$ cat src/rtl/hazard_scoreboard.sv
// hazard_scoreboard: per-register countdown scoreboard for the ID-stage hazard unit.
// Each architectural register carries a count of cycles until its pending result
// can reach an ID-stage branch comparator. EX consumers need BR_EXTRA fewer cycles.
// The count is loaded with lat_d + BR_EXTRA when a writer issues, and otherwise
// decrements to zero.
// The stall decision is purely combinational from the current counts and the ID inputs.
// Optional feature: define HAZARD_STATS_EN to build a 32-bit hazard stall counter.
// Without it, stall_cycles is tied to zero.
module hazard_scoreboard #(
    parameter int ADDR_W   = 5,
    parameter int MAX_LAT  = 3,
    parameter int BR_EXTRA = 1,
    localparam int CNT_W   = $clog2(MAX_LAT + BR_EXTRA + 1)
) (
    input  logic              clk,
    input  logic              rst_n,
    input  logic [ADDR_W-1:0] rs_d,
    input  logic [ADDR_W-1:0] rt_d,
    input  logic              rs_used_d,
    input  logic              rt_used_d,
    input  logic              wr_d,
    input  logic [ADDR_W-1:0] dst_d,
    input  logic [CNT_W-1:0]  lat_d,
    input  logic              branch_d,
    input  logic              taken_d,
    input  logic              jump_d,
    input  logic              freeze,
    output logic              stall_f,
    output logic              stall_d,
    output logic              flush_e,
    output logic              flush_d,
    output logic [31:0]       stall_cycles
);

    localparam int NUM_REGS = 2 ** ADDR_W;
    localparam logic [CNT_W-1:0] MAX_LAT_C  = CNT_W'(MAX_LAT);
    localparam logic [CNT_W-1:0] BR_EXTRA_C = CNT_W'(BR_EXTRA);

    // cnt[0] is never loaded, so r0 never looks busy.
    logic [CNT_W-1:0] cnt [NUM_REGS];

    logic             rs_busy;
    logic             rt_busy;
    logic             hz;
    logic             issue;
    logic [CNT_W-1:0] lat_eff;
    logic [CNT_W-1:0] load_val;

    // Hazard detection and pipeline control from pre-issue scoreboard state.
    // Branches compare in ID, so they wait for a count of zero.
    // EX consumers can take the bypass once the count is down to BR_EXTRA.
    always_comb begin
        rs_busy  = (rs_d != '0) &&
                   (branch_d ? (cnt[rs_d] != '0) : (cnt[rs_d] > BR_EXTRA_C));
        rt_busy  = (rt_d != '0) &&
                   (branch_d ? (cnt[rt_d] != '0) : (cnt[rt_d] > BR_EXTRA_C));
        hz       = (rs_used_d && rs_busy) || (rt_used_d && rt_busy);
        issue    = !hz && !freeze;
        stall_f  = hz || freeze;
        stall_d  = hz || freeze;
        flush_e  = hz && !freeze;
        flush_d  = !hz && !freeze && (jump_d || (branch_d && taken_d));
        lat_eff  = (lat_d > MAX_LAT_C) ? MAX_LAT_C : lat_d;
        load_val = lat_eff + BR_EXTRA_C;
    end

    // Scoreboard counters. Freeze holds all counts.
    // An issuing writer reloads its destination, and that reload takes priority
    // over the decrement. All other nonzero counts decrement by one.
    always_ff @(posedge clk or negedge rst_n) begin
        if (!rst_n) begin
            for (int r = 0; r < NUM_REGS; r++) begin
                cnt[r] <= '0;
            end
        end else if (!freeze) begin
            for (int r = 0; r < NUM_REGS; r++) begin
                if (r == 0) begin
                    cnt[r] <= '0;
                end else if (issue && wr_d && (dst_d == ADDR_W'(r))) begin
                    cnt[r] <= load_val;
                end else if (cnt[r] != '0) begin
                    cnt[r] <= cnt[r] - CNT_W'(1);
                end
            end
        end
    end

    // Flag illegal latency classes in simulation. The datapath clamps them to MAX_LAT.
    always @(posedge clk) begin
        if (rst_n && issue && wr_d) begin
            assert (lat_d <= MAX_LAT_C)
            else $error("hazard_scoreboard: lat_d %0d exceeds MAX_LAT %0d", lat_d, MAX_LAT);
        end
    end

`ifdef HAZARD_STATS_EN
    logic [31:0] stall_cnt;

    // Count every active cycle lost to a data hazard. The counter wraps naturally at 2**32.
    always_ff @(posedge clk or negedge rst_n) begin
        if (!rst_n) begin
            stall_cnt <= '0;
        end else if (hz && !freeze) begin
            stall_cnt <= stall_cnt + 32'd1;
        end
    end

    assign stall_cycles = stall_cnt;
`else
    assign stall_cycles = 32'h0;
`endif

endmodule

$ cat config.mk
export PLATFORM = sky130hd
export DESIGN_NAME = hazard_scoreboard
export DESIGN_NICKNAME = d
export VERILOG_FILES = /design/src/rtl/hazard_scoreboard.sv
export SDC_FILE = /design/constraint.sdc
export NUM_CORES = 1
export LEC_CHECK = 0
export ABC_AREA = 1
export CORE_MARGIN = 5
export CORE_UTILIZATION = 35
export DETAILED_ROUTE_END_ITERATION = 8
export GPL_TIMING_DRIVEN = 0
export HOLD_SLACK_MARGIN = 0.05
export PLACE_DENSITY = 0.62
export SLEW_MARGIN = 20
export SYNTH_ARGS = -nofsm -noshare
export SYNTH_HDL_FRONTEND = slang
export SYNTH_SLANG_ARGS = --single-unit
$ cat constraint.sdc
create_clock -name clk -period 2.3 [get_ports clk]
set_input_delay 0.345 -clock clk [delete_from_list [all_inputs] [get_ports clk]]
set_output_delay 0.345 -clock clk [all_outputs]
set_load 0.02 [all_outputs]
* Word level (Yosys, flattened, before mapping)
Cells that the tools add are included.
** Storage, ports and cells
- Flip-flop bits (word level) :: 93
- Output and inout bits :: 36
- Logic and storage cells :: 315
** Operators by class
- Multiplexer cells :: 71
- Equality and inequality tests :: 31
- Bitwise gates (word level) :: 3
- Add/sub/neg operators :: 32
- Reduce and logical (&&, ||, !) cells :: 142
- Order comparisons :: 5
** Operators by type and width (count)
- $mux W3 :: 67
- $reduce_bool A3 Y1 :: 33
- $sub A3 B1 Y3 const B :: 31
- $eq A5 B5 Y1 const B :: 16
- $reduce_and A2 Y1 :: 31
- $reduce_bool A2 Y1 :: 31
- $eq A5 B4 Y1 const B :: 8
- $logic_and A1 B1 Y1 :: 40
- $bmux W3 S5 :: 2
- $eq A5 B3 Y1 const B :: 4
- $ge A6 B6 Y1 const B :: 2
- $not A5 Y6 :: 2
- $eq A5 B2 Y1 const B :: 2
- $reduce_bool A5 Y1 :: 2
- $gt A3 B1 Y1 const B :: 2
- $eq A5 B1 Y1 const B :: 1
- $add A3 B1 Y3 const B :: 1
- $gt A3 B2 Y1 const B :: 1
- $logic_or A1 B1 Y1 :: 3
- $logic_not A1 Y1 :: 2
- $mux W1 :: 2
- $not A1 Y1 :: 1

* Depth between registers and ports, before layout
Gate-level depths: netlist of run 1.
- Depth after elaboration :: 15
- Mapped depth :: 21
- Mapped depth without buffers :: 19

* Worst setup path before layout of run 1
No wires, ideal clock.
- Path kind :: in2out
- From :: input port rs_d[1]
- To :: output port flush_d
- Stages on the path :: 17
- Arrival time :: 2.284 ns
- Path slack :: -0.329 ns
- Cell sequence :: buf_2 inv_2 nand2_2 inv_2 o21ai_0 nand3_1 nor2_1 nor2_1 nor2_1 nand2_1 nand3_1 nand2_2 nor2_8 buf_6 buf_2 inv_1 nor2_1
** Between the ends
- Word-level cells in the longest chain between the ends :: 12
** Ends and longest elaborated chain
- start: declaration :: RTL line 17 : input logic [ADDR_W-1:0] rs_d,
- $not A5 Y6 (not written as such) :: RTL line 54 : (branch_d ? (cnt[rs_d] != '0) : (cnt[rs_d] > BR_EXTRA_C));
- $bmux W3 S5 :: RTL line 54
- $mux W3 (not written as such) (2 in series) :: RTL line 54
- $gt A3 B1 Y1 or $reduce_bool A3 Y1 (tied branches) :: RTL line 54
- $mux W1 :: RTL line 54
- $logic_and A1 B1 Y1 (*) :: RTL line 53 : rs_busy = (rs_d != '0) &&
- $logic_and A1 B1 Y1 (*) :: RTL line 57 : hz = (rs_used_d && rs_busy) || (rt_used_d && rt_busy);
- $logic_or A1 B1 Y1 (*) :: RTL line 57
- $logic_not A1 Y1 (*) :: RTL line 62 : flush_d = !hz && !freeze && (jump_d || (branch_d && taken_d));
- $logic_and A1 B1 Y1 (*) (2 in series) :: RTL line 62
- end: declaration :: RTL line 31 : output logic flush_d,
Every way passes the cells marked *; elsewhere a longest branch is shown, timed or not. The select of a mux whose other input is x is not followed.

* Worst setup path in the final report of run 1
- From :: input port rs_d[0]
- To :: output port stall_f
** Between the ends
- Word-level cells in the longest chain between the ends :: 10
** Ends and longest elaborated chain
- $not A5 Y6 (not written as such) :: RTL line 54
- $bmux W3 S5 :: RTL line 54
- $mux W3 (not written as such) (2 in series) :: RTL line 54
- $gt A3 B1 Y1 or $reduce_bool A3 Y1 (tied branches) :: RTL line 54
- $mux W1 :: RTL line 54
- $logic_and A1 B1 Y1 (*) :: RTL line 53
- $logic_and A1 B1 Y1 (*) :: RTL line 57
- $logic_or A1 B1 Y1 (*) :: RTL line 57
- $logic_or A1 B1 Y1 (*) :: RTL line 59 : stall_f = hz || freeze;
- end: declaration :: RTL line 28 : output logic stall_f,
Marked as above.

==> results of run 1 <==
-- layer usage --
layer,global-route usage [%],wire length (um),vias up
met3,2.85,2550,74
met5,0,0,-
met1,30.6,14300,4510
met2,33.9,14300,400
met4,9.82,1060,0
li1,-,-,4842
-- worst paths after layout --
check | startpoint | end | slack, ns | cells after the start
worst min-delay path | rst_n | cnt[65] | 0.47 | 2
worst min register to register | cnt[49] | cnt[49] | 0.49 | 2
worst max register to register | cnt[83] | cnt[47] | -0.21 | 18
min in group clk | cnt[49] | cnt[49] | 0.49 | 2
worst max-delay path | rs_d[0] | stall_f | -0.56 | 17
max in group asynchronous | rst_n | cnt[25] | 1.19 | 3
-- worst max-delay path: cells and delay by family --
| family | cells | cell delay [ns] |
|---|---|---|
| compound gates | 1 | 0.12 |
| simple gates | 9 | 1.17 |
| buf+inv | 7 | 0.86 |
-- per-stage QoR --
step | std cells | hold WS (ns) | setup slack [ns] | power, uW
after global routing | 1931 | 0.523 | -0.589 | 13900
after detailed placement | 1893 | 0.303 | -1.84 | 9850
after floorplan | 1532 | 0.0494 | -0.0647 | 8260
after global placement | 1892 | 0.463 | -3.02 | 9690
final | 1932 | 0.468 | -0.557 | 12600
after CTS | 1919 | 0.486 | -0.459 | 12100
-- repair_timing --
action / in CTS / in global routing
endpoints found under the hold margin: 42 / 0
endpoints found under the setup margin: 97 / 97
resized for setup: 132 / 42
pin swaps: 18 / 14
buffers inserted: 10 / 12
hold buffers: 1 / 0
-- cells in the mapped netlist (all sizes together) --
library cell    n  area share [%]
a21boi          1           0.082
a21oi          43             2.4
buf            63             4.5
clkbuf         26             1.1
clkinv          1           0.041
conb            1           0.041
dfrtp          93              26
ha             63             8.6
inv           157             6.5
nand2         668              28
nand3          88             6.5
nand4          94             6.4
nor2          141             6.0
nor3           10            0.55
o211ai          2            0.16
o21ai          17            0.93
o22ai           1           0.069
or2             1           0.069
xor2           31             3.0
-- final cells by class --
class | instances | area share [%]
diodes | 1 | 0.0227
multi-input cells | 1192 | 56.5
well taps | 335 | 3.81
clock inverters | 4 | 1.09
repair buffers | 49 | 4.00
plain buffers | 89 | 5.53
inverters | 158 | 5.59
clock buffers | 11 | 2.20
flip-flops and latches | 93 | 21.2
-- cells by family after synthesis --
family	share of synthesized area, %
and+or+nand+nor	47.2
buffers and inverters	12.1
DFF	25.5
AOI/OAI and AO/OA	3.61
adders and majority gates	8.64
xor gates and xnor gates	2.98
other	0.0411
-- power groups by stage --
stage	registers (uW)	clock network (uW)	logic, uW
6_report	3390	1910	7270
5_1_grt	3500	1990	8440
4_1_cts	3310	1930	6910
3_5_place_dp	3260	0	6590
3_3_place_gp	3250	0	6430
2_1_floorplan	3020	0	5240
==> out/metrics.yaml, run 1 <==
run_status:
  outcome: "finished with violations"
  violations: "negative setup slack"
yosys:
  synth_seq_area_share_pct: 25.5
  synth_cell_type_count: 27
  ys_ff_latch: 93
  avgSynthCellArea_um2: 6.08
  yosysWarningCount: 0
  netlist_instances: 1501
  synth.cell_area_um2: 9120
power_and_ir_drop:
  p_sw_uw: 6070
  irDropWorstVdd_mv: 0.528
  powerDensity_nw_per_um2: 1140
  p_sw_share_pct: 48.3
  clockPowerShare_pct: 15.2
  p_leak_uw: 0.00600
  power_frac_comb_pct: 57.8
  p_seq_share_pct: 27.0
  p_int_uw: 6500
worst_setup_path:
  crit_arrival_ns: 2.51
  path_class: "input pin to output pin"
  crit_chain: "buf_4 > nor2_2 > nand2_1 > nand2_1 > inv_1 > nand2_1 > a21boi_0 > nand2_1 > nand3_1 > nand3_2 > nand2_4 > nor2_8 > buf_8 > buf_8 > clkinvlp_4 > buf_6 > buf_6"
  startpoint_type: "input pin"
  slowest_stage: "nor2_2"
  critPathCaptureType: "output pin"
  crit_top_cell: "nand2_1"
  required_ns: 1.96
  max_stage_delay_ns: 0.36
  cp_max_fo: 6
floorplan:
  core-area_um2: 25800
  fp.dieH_um: 171
  io_pins: 63
  rows: 59
  start_util_pct: 35.3
  fp.dieW_um: 171
  dieArea_um2: 29400
sta:
  worst_pin_slew_ns: 1.17
  slew_headroom_pct: 22.0
  period_share_pct: 124
  timing.fmax_ghz: 0.350
  rsz0062_at_grt: "yes"
  skew_ns: 0.0100
  final.setup.tns_ns: -17.67
  finalCriticalPeriod_ns: 2.86
  hold_violations: 0
  setup_ws_ns: -0.557
  setup-violations-final: 97
  timing.final.max_slew_violations: 0
routing:
  route.vias.total: 9826
  dr.pass1.iters: 6
  drtAntennaViolNets: 0
  via_per_inst: 5.09
  routed_wl_um: 32300
  drt_iter0_markers: 1030
  wl_per_cell_um: 16.7
  drc: 0
place:
  dp_hpwl_um: 23900
  portBuffers: 25
  gp_congestion: 1.03
  placed_area_um2: 10000
clocking:
  cts_tree: "built"
  root_buffer: "clkbuf_16"
  clk_pin_slew_ns: 0.07
  cts_buffer_depth: 2
  numCtsBuffers: 9
  htree_levels: 3
  clock_latency_ns: 0.36
  cts_sinks: 93
worst_hold_path:
  min_path_type: "input pin to async pin"
cells_and_area:
  largest_reg_flops: 93
  area_growth_syn_to_layout_pct: 20.7
  top_regs: "cnt x93"
  multi_input_area_um2: 6220
  fillCellCount: 2758
  seq_area_um2: 2340
  final_util_pct: 42.6
  final_area_um2: 11000
  num-nets-final: 1682
  drive_gt1_share_pct: 15.2
  final_common_cell: "nand2_1"
  final_cell_mix: "nand2_1 (660), inv_1 (127), nor2_1 (117)"
  largest_register: "cnt"
global_route:
  grt.total_usage_pct: 21.9
  antenna_found_initial: 1
  overflow: 0
  grt_pass1_vias: 9188
  grt_max_degree: 52
  grt_first_pass_wirelength_um: 50000
flow_run:
  drv_cap: 0
Power figures use the tool's default switching activity.
==> inputs of run 2 (changes only) <==
ABC_CLOCK_PERIOD_IN_PS = 2300   (was unset)
==> results of run 2 <==
No change in the layout: final DEF, timing and power equal those of run 1.
==> inputs of run 3 (changes only) <==
MAX_ROUTING_LAYER = met4   (was unset)
==> run 3 against run 2 <==
  * The flow still finishes with violations (negative setup slack)
  * Clock power fell by 12%
  * Hold slack improved by 0.0079 ns
  * Routed wire length increased by 4.4%
  * Clock-buffer cell count unchanged
  * Fmax is 0.13% lower
  * Non-clock buffer count is 18 higher
  * Total power increased by 1.9%
  * Global-route usage grew 1.3 points
  * Largest cell class unchanged
  * Highest routed layer unchanged
==> out/metrics.yaml, run 3 (synthesis gave the netlist of run 1 again) <==
run_status:
  outcome: "finished with violations"
  violations: "negative setup slack"
power_and_ir_drop:
  p_int_uw: 6540  # +0.68%
  power.total_uw: 12800  # +1.9%
  irDropWorstVdd_mv: 0.471  # -11%
  powerDensity_nw_per_um2: 1110  # -3.0%
  p_seq_share_pct: 26.1  # -0.9 points
  p_leak_uw: 0.00614  # +2.4%
  p_sw_uw: 6270  # +3.3%
  clockPowerShare_pct: 13.2  # -2.0 points
  p_sw_share_pct: 48.9  # +0.63 points
  power_frac_comb_pct: 60.8  # +3.0 points
floorplan:
  rows: 59  # unchanged
  fp.dieH_um: 171  # unchanged
  core-area_um2: 25800  # unchanged
  start_util_pct: 35.3  # unchanged
  io_pins: 63  # unchanged
  dieArea_um2: 29400  # unchanged
  fp.dieW_um: 171  # unchanged
flow_run:
  drv_cap: 0  # unchanged
sta:
  setup_ws_ns: -0.561  # -0.00366 ns
  worst_pin_slew_ns: 1.23  # +0.0569 ns
  skew_ns: 0.00872  # -0.00131 ns
  hold_violations: 0  # unchanged
  finalCriticalPeriod_ns: 2.86  # +0.00366 ns
  rsz0062_at_grt: "yes"
  setup-violations-final: 97  # unchanged
  period_share_pct: 124  # +0.16 points
  timing.fmax_ghz: 0.350  # -0.13%
  timing.final.max_slew_violations: 0  # unchanged
  slew_headroom_pct: 18.2  # -3.8 points
cells_and_area:
  num-nets-final: 1700  # +1.1%
  fillCellCount: 2654  # -3.8%
  instances_no_fill: 1951  # +0.98%
  final_cell_mix: "nand2_1 (603), inv_1 (127), nor2_1 (116)"
  drive_gt1_share_pct: 19.6  # +4.4 points
  area_growth_syn_to_layout_pct: 26.7
  top_regs: "cnt x93"
  largest_reg_flops: 93  # unchanged
  largest_register: "cnt"
  final_common_cell: "nand2_1"
place:
  dp_hpwl_um: 24000  # +0.30%
  dp_cells: 1893  # unchanged
  gp_congestion: 1.04  # +0.25%
  portBuffers: 25  # unchanged
routing:
  wl_per_cell_um: 17.3  # +3.4%
  routed_wl_um: 33700  # +4.4%
  route.vias.total: 10100  # +2.6%
  drc: 0  # unchanged
  drtAntennaViolNets: 0  # unchanged
  dr.pass1.iters: 6  # unchanged
  via_per_inst: 5.17  # +1.6%
  drt_iter0_markers: 1127  # +9.4%
clocking:
  cts_tree: "built"
  root_buffer: "clkbuf_16"
  htree_levels: 3  # unchanged
  cts_buffer_depth: 2  # unchanged
  numCtsBuffers: 9  # unchanged
  clock_latency_ns: 0.37  # about the same
  clk_pin_slew_ns: 0.07  # about the same
  cts_sinks: 93  # unchanged
global_route:
  grt.total_usage_pct: 23.2  # +1.3 points
  overflow: 0  # unchanged
  grt_pass1_vias: 9206  # +0.20%
  grt_first_pass_wirelength_um: 51100  # +2.2%
  grt_max_degree: 58  # +12%
  antenna_found_initial: 1  # unchanged
worst_setup_path:
  required_ns: 1.96  # about the same
  critPathCaptureType: "output pin"
  cp_max_fo: 7  # +1
  crit_arrival_ns: 2.52  # about the same
  startpoint_type: "input pin"
  path_class: "input pin to output pin"
  r2r_setup_slack_ns: -0.47  # -0.26 ns
worst_hold_path:
  min_path_type: "input pin to async pin"
[run 3: area by class of cell]
cell class / count / area (um^2) / share of cell area [%]
inverters: 158 / 616 / 5.32
clock inverters: 5 / 83.8 / 0.725
clock buffers: 11 / 233 / 2.01
well taps: 335 / 419 / 3.62
diodes: 1 / 2.50 / 0.0216
multi-input cells: 1192 / 6490 / 56.2
repair buffers: 67 / 693 / 5.99
plain buffers: 89 / 686 / 5.93
flip-flops and latches: 93 / 2340 / 20.2
[run 3: power groups by stage]
stage	Sequential, uW	Combinational [uW]	Clock [uW]
after floorplan	3020	5240	0
after global placement	3260	6420	0
after detailed placement	3260	6580	0
after CTS	3270	7330	1710
after global routing	3440	8880	1770
final	3340	7780	1690
[run 3: what timing repair did]
action,in CTS,in global routing
gates resized for setup,231,50
pin swaps,52,53
hold buffers,1,0
endpoints found under the setup margin,97,97
buffers inserted,27,10
cloned,3,2
hold endpoints to repair,36,0
[run 3: metrics by stage]
stage	util, %	area (um^2)	hold WS (ns)	TNS (ns)	setup WS (ns)
2_1_floorplan	-	9350	0.0494	-0.103	-0.0647
3_3_place_gp	38.8	10000	0.464	-382.70	-3.04
6_report	44.8	11600	0.476	-41.50	-0.561
5_1_grt	44.8	11600	0.519	-51.51	-0.631
3_5_place_dp	38.9	10000	0.282	-102.33	-1.82
4_1_cts	43.8	11300	0.484	-39.01	-0.489
[run 3: worst max-delay path: stages]
cell and delay, ns:
clkdlybuf4s15_1 0.37, inv_2 0.18, nor2_4 0.17, o21ai_0 0.13
nor2_2 0.15, nor2_1 0.07, nand2_1 0.05, nand3_1 0.09
nand3_2 0.10, nand2_4 0.07, nor2_8 0.12, buf_12 0.12
buf_8 0.09, clkinvlp_4 0.15, buf_6 0.16, buf_6 0.12
[run 3: worst paths after layout]
check	startpoint	end	depth (start not counted)
setup / recovery	rt_d[2]	stall_f	16
hold / removal	rst_n	cnt[63]	2
min in group clk	cnt[52]	cnt[52]	2
setup reg to reg	cnt[20]	cnt[25]	22
hold reg to reg	cnt[52]	cnt[52]	2
max in group asynchronous	rst_n	cnt[83]	3
[run 3: layer usage]
layer / GRT usage, % / up-vias / share of wire, %
li1: - / 4899 / -
met1: 30.7 / 4578 / 42
met2: 35.2 / 500 / 45
met3: 4.39 / 102 / 9.2
met4: 9.09 / 0 / 3.7
met5: - / - / 0
